==> config.mk <==
export PLATFORM = sky130hd
export DESIGN_NAME = input_unit_rx_fsm
export DESIGN_NICKNAME = d
export VERILOG_FILES = /design/src/rtl/input_unit_rx_fsm.sv
export SDC_FILE = /design/constraint.sdc
export NUM_CORES = 1
export LEC_CHECK = 0
export BUFFER_PORTS_ARGS = -buffer_cell sky130_fd_sc_hd__buf_2
export CAP_MARGIN = 20
export CORE_ASPECT_RATIO = 0.5
export CORE_MARGIN = 1.5
export CORE_UTILIZATION = 55
export CTS_BUF_LIST = sky130_fd_sc_hd__clkbuf_16
export DETAILED_ROUTE_END_ITERATION = 7
export GPL_ROUTABILITY_DRIVEN = 0
export GPL_TIMING_DRIVEN = 0
export PLACE_DENSITY_LB_ADDON = 0.15
export REMOVE_ABC_BUFFERS = 1
export SYNTH_ARGS = -nofsm -noshare
export SYNTH_HDL_FRONTEND = slang
export SYNTH_SLANG_ARGS = --single-unit
==> constraint.sdc <==
create_clock -name clk -period 3.2 [get_ports clk]
set_clock_uncertainty 0.2 [all_clocks]
set_input_delay 0.32 -clock clk [delete_from_list [all_inputs] [get_ports clk]]
set_output_delay 0.32 -clock clk [all_outputs]
set_load 0.01 [all_outputs]
==> src/rtl/input_unit_rx_fsm.sv <==
// Router input unit: answers upstream req with a one-cycle ack when the FIFO has room, then buffers flits until the tail.
// Flits appear on o_flit one cycle after push; a full FIFO drops flits (sticky o_err). Optional idle timeout: RX_TIMEOUT_EN.
package router_pkg;
  typedef logic [31:0] FLIT_t;
  typedef enum logic [1:0] {HEAD_FLIT, BODY_FLIT, TAIL_FLIT} FLIT_TYPE_t;
  typedef enum logic [1:0] {IDLE, WAITING, ROUTING, ACTIVE} GLOBAL_STATE_t;
  typedef enum logic {PORT_FREE, PORT_OCCUPIED} PORT_STATUS_t;
endpackage

module input_unit_rx_fsm
  import router_pkg::*;
#(
  parameter int DEPTH          = 4,
  parameter int ACK_THRESH     = 2,
  parameter int TIMEOUT_CYCLES = 64
) (
  input  logic                   clk,
  input  logic                   reset,
  input  logic                   i_upstream_req,
  output logic                   o_upstream_ack,
  input  FLIT_t                  i_flit,
  input  logic                   i_flit_valid,
  input  FLIT_TYPE_t             i_flit_type,
  output FLIT_t                  o_flit,
  output logic                   o_flit_valid,
  input  logic                   i_switch_pop,
  output logic [$clog2(DEPTH):0] o_fifo_count,
  output GLOBAL_STATE_t          o_gstate,
  output PORT_STATUS_t           o_port_status,
  output logic                   o_err
);

  localparam int PW = $clog2(DEPTH);
  localparam int CW = PW + 1;

  GLOBAL_STATE_t state_q, state_d;
  FLIT_t         mem [DEPTH];
  logic [PW-1:0] wr_ptr, rd_ptr;
  logic [CW-1:0] count;
  logic          err_q;
  logic          pkt_started;
  logic          push_vld, pop_vld, drop, proto_err, timeout;

  assign pop_vld = i_switch_pop && (count != '0);

  always_comb begin
    state_d        = state_q;
    o_upstream_ack = 1'b0;
    push_vld       = 1'b0;
    drop           = 1'b0;
    proto_err      = 1'b0;
    case (state_q)
      IDLE: begin
        drop = i_flit_valid;
        if (i_upstream_req) state_d = WAITING;
      end
      WAITING: begin
        // Ack depends only on state and registered count, never on req.
        drop           = i_flit_valid;
        o_upstream_ack = (CW'(DEPTH) - count) >= CW'(ACK_THRESH);
        if (o_upstream_ack)      state_d = ACTIVE;
        else if (!i_upstream_req) state_d = IDLE;
      end
      ACTIVE: begin
        if (i_flit_valid) begin
          if ((count < CW'(DEPTH)) || i_switch_pop) push_vld = 1'b1;
          else                                      drop     = 1'b1;
          // The packet's first flit is expected to be a head; a later head is a protocol error.
          proto_err = (i_flit_type == HEAD_FLIT) && pkt_started;
          if (push_vld && (i_flit_type == TAIL_FLIT)) state_d = IDLE;
        end
        if (timeout) state_d = IDLE;
      end
      default: state_d = IDLE;
    endcase
  end

`ifdef RX_TIMEOUT_EN
  localparam int TW = $clog2(TIMEOUT_CYCLES + 1);
  logic [TW-1:0] idle_cnt;

  assign timeout = (state_q == ACTIVE) && !i_flit_valid && (idle_cnt == TW'(TIMEOUT_CYCLES - 1));

  always_ff @(posedge clk or posedge reset) begin
    if (reset)                                  idle_cnt <= '0;
    else if ((state_q != ACTIVE) || i_flit_valid) idle_cnt <= '0;
    else                                        idle_cnt <= idle_cnt + 1'b1;
  end
`else
  // Timeout disabled: ACTIVE waits for the tail indefinitely.
  assign timeout = 1'b0 & (TIMEOUT_CYCLES < 1);
`endif

  always_ff @(posedge clk or posedge reset) begin
    if (reset) begin
      state_q     <= IDLE;
      err_q       <= 1'b0;
      pkt_started <= 1'b0;
    end else begin
      state_q <= state_d;
      err_q   <= err_q | drop | proto_err | timeout;
      if (state_q != ACTIVE)  pkt_started <= 1'b0;
      else if (i_flit_valid)  pkt_started <= 1'b1;
    end
  end

  always_ff @(posedge clk or posedge reset) begin
    if (reset) begin
      wr_ptr <= '0;
      rd_ptr <= '0;
      count  <= '0;
    end else begin
      if (push_vld) wr_ptr <= wr_ptr + 1'b1;
      if (pop_vld)  rd_ptr <= rd_ptr + 1'b1;
      case ({push_vld, pop_vld})
        2'b10:   count <= count + 1'b1;
        2'b01:   count <= count - 1'b1;
        default: count <= count;
      endcase
    end
  end

  always_ff @(posedge clk) begin
    if (push_vld) mem[wr_ptr] <= i_flit;
  end

  assign o_flit        = (count != '0) ? mem[rd_ptr] : '0;
  assign o_flit_valid  = (count != '0);
  assign o_fifo_count  = count;
  assign o_gstate      = state_q;
  assign o_port_status = (state_q == IDLE) ? PORT_FREE : PORT_OCCUPIED;
  assign o_err         = err_q;

endmodule
==> metrics.yaml <==
status:
  status: "completed"
run:
  max_cap_viol_count: 0
final_layout:
  multiInputGateArea_mm2: 0.00134
  num_antenna_cells: 0
  num-fill-cells: 609
  register_area_mm2: 0.00412
  fin_area_mm2: 0.00698
  drive_above_1_share: 0.365
  layout.nets: 445
  syn_to_final_growth_pct: 25.7
sta:
  worst_slew_pin_slew_ns: 0.895
  period_share: 0.981
  maxSlewHeadroom: 0.403
  finalCriticalPeriod_ns: 3.14
  rsz0062_at_grt: "yes"
  clock.fmax_ghz: 0.319
  setup_violations: 0
  final_max_slew_viol_count: 0
  hold_viol: 0
logic_synthesis:
  ys_seq_area_frac: 0.742
  netlist-cell-type-count: 29
  synth.avg_cell_area_um2: 20.3
  yosysWarnings: 0
  synthesis.area_mm2: 0.00555
  netlist_instances: 273
  yosys_register_bits: 139
floorplanning:
  start_util: 0.576
  dieArea_mm2: 0.0107
  rows: 25
  die_w_um: 145
  fp.coreArea_mm2: 0.00963
  fp.dieH_um: 74.0
  num_io_pins: 80
worst_setup_path:
  crit_chain: "inv_1 -> ha_1 -> ha_1 -> nor2b_1 -> a2111oi_4 -> and2_2"
  path_common_cell: "ha_1"
  critical_path_class: "reg2reg"
  worstReg2RegEnd: "mem[3][8]"
  slowest_delay_ns: 0.84
  r2r-start: "o_fifo_count[0]"
  cp.required_ns: 3.03
  path_max_fanout: 32
  rrSetupSlack_ns: 0.06
  crit_buf_inv: 1
  r2r_cells: 6
  cpLargestDelayFamily: "simple AND/OR/NAND/NOR gates"
  crit_start: "o_fifo_count[0]"
  arrival_ns: 2.97
  cp_num_cells: 6
  end_kind: "register"
  cp_slowest_cell: "and2_2"
  critPathLaunchType: "register"
routing:
  drt_wl_total_mm: 10.0
  drtIter0Drc: 183
  firstDrtPassIters: 4
  ant_nets: 0
  vias_per_cell: 5.29
  route.detailed.drc: 0
  vias: 2873
  wire_per_inst_um: 18.5
worst_hold_path:
  hold_path_startpoint: "i_switch_pop"
  hold_end: "o_err"
  hold_depth: 3
  hold_class: "in2reg"
clocking:
  cts_buffer_depth: 2
  root_buffer: "clkbuf_16"
  cts_buffers: 17
  clock-sinks: 139
  cts_tree: "yes"
  cts.clk_slew.worst_paths_ns: 0.05
  htreeDepth: 4
  clock_latency_ns: 0.41
place:
  hpwl_mm: 5.81
  detailed_place.area_mm2: 0.00608
  port-buffer-count: 79
global_route:
  overflow: 0
  grt_pass1_wl_mm: 15.8
  antenna_found_initial: 0
  track_usage: 0.207
  grt_max_degree: 34
  grt_pass1_vias: 3047
pwr:
  ir_worst_vdd_uv: 505
  powerDensity_mw_per_mm2: 895
  total_power_mw: 6.25
  p_leak_nw: 2.53
==> how the worst max path moves through the flow <==
stage                      end  slack [ns]
floorplan            o_flit[0]        0.44
global placement    o_flit[29]       -0.23
detailed placement  mem[1][20]        0.03
CTS                  mem[3][0]        0.03
global route         mem[1][8]       -0.13
finish               mem[3][8]        0.06
==> Yosys cell counts <==
master	count	area [um^2]
nand2_1	3	11.3
fa_1	1	20.0
a21oi_1	5	25.0
buf_2	3	15.0
edfxtp_1	128	3840
dfrtp_1	11	275
nor2b_1	2	12.5
clkbuf_1	5	18.8
nor2b_2	1	8.76
mux2_4	1	15.0
a2111oi_0	1	8.76
buf_4	3	22.5
o21a_1	1	7.51
and2_2	4	30.0
inv_1	10	37.5
mux4_2	32	721
ha_1	9	113
and2_1	32	200
or4b_2	1	10.0
or2_2	1	6.26
nand2b_1	3	18.8
mux2i_1	1	10.0
xor2_1	2	17.5
xnor2_1	4	35.0
o22ai_1	1	6.26
or2_4	1	8.76
nor2_1	5	18.8
a2111oi_4	1	27.5
o21bai_1	1	7.51
==> flip-flops by register name, indices dropped and copies added, names as in the netlist <==
signal        flops
mem             128
o_fifo_count      3
o_gstate          2
rd_ptr            2
wr_ptr            2
o_err             1
pkt_started       1
==> timing repair <==
item	in CTS	in global routing
setup buffers	0	0
gates resized for setup	0	2
endpoints found under the setup margin	0	152
endpoints found under the hold margin	141	0
hold buffers	35	0
==> tightest hold or removal path: stages <==
cell      delay, ns
buf_2          0.12
o21bai_1       0.12
a21oi_1        0.06
==> final cells by class <==
type                       instances  area share
multi-input combinational        113       0.192
sequential                       139       0.591
tap                              135      0.0242
clock buffer                      17      0.0610
clock inverter                    14      0.0167
inverter                          10     0.00592
timing repair buffer             115       0.110
==> cells by family (layout without fill, tap and decap cells) <==
| kind of cell | after synthesis | after routing | share of synthesized area |
|---|---|---|---|
| buffers and inverters | 21 | 156 | 0.0169 |
| DFF | 139 | 139 | 0.742 |
| muxes | 34 | 34 | 0.134 |
| xor gates and xnor gates | 6 | 6 | 0.00947 |
| AOI/OAI and AO/OA | 10 | 10 | 0.0149 |
| and+or+nand+nor | 53 | 53 | 0.0586 |
| adders and majority gates | 10 | 10 | 0.0239 |
==> where the power goes <==
part	internal [mW]	switching, mW
Clock	1.12	0.681
Sequential	2.29	0.255
Combinational	1.01	0.892
==> per-stage QoR <==
step / instances / util / setup WS (ns) / hold WS (ns) / setup TNS [ns]
4_1_cts: 543 / 0.724 / 0.0271 / 0.0466 / 0
2_1_floorplan: 262 / - / 0.435 / -0.0276 / 0
5_1_grt: 543 / 0.724 / -0.130 / 0.0586 / -11.73
3_3_place_gp: 476 / 0.629 / -0.226 / 0.120 / -6.35
6_report: 543 / 0.724 / 0.0616 / 0.0546 / 0
3_5_place_dp: 477 / 0.631 / 0.0340 / 0.148 / 0
==> placed cells by master (no fill, tap or decap), drive strengths merged, types with 3 or more instances in the layout <==
cell	instances
edfxtp	128
buf	80
and2	36
dlygate4sd3	35
mux4	32
clkbuf	17
inv	13
dfrtp	11
ha	9
clkinv	6
a21oi	5
nor2	5
xnor2	4
nand2b	3
nand2	3
clkinvlp	3
nor2b	3
==> metal layers <==
metal / global-route usage / vias to the layer above / wire length (um) / part of all wire
li1: - / 1317 / - / -
met1: 0.260 / 1474 / 4350 / 0.43
met2: 0.352 / 77 / 5200 / 0.52
met3: 0.0687 / 5 / 442 / 0.044
met4: 0.0680 / 0 / 58 / 0.0058
met5: 0 / - / 0 / 0
No activity file was read; power rests on OpenSTA's default activity.
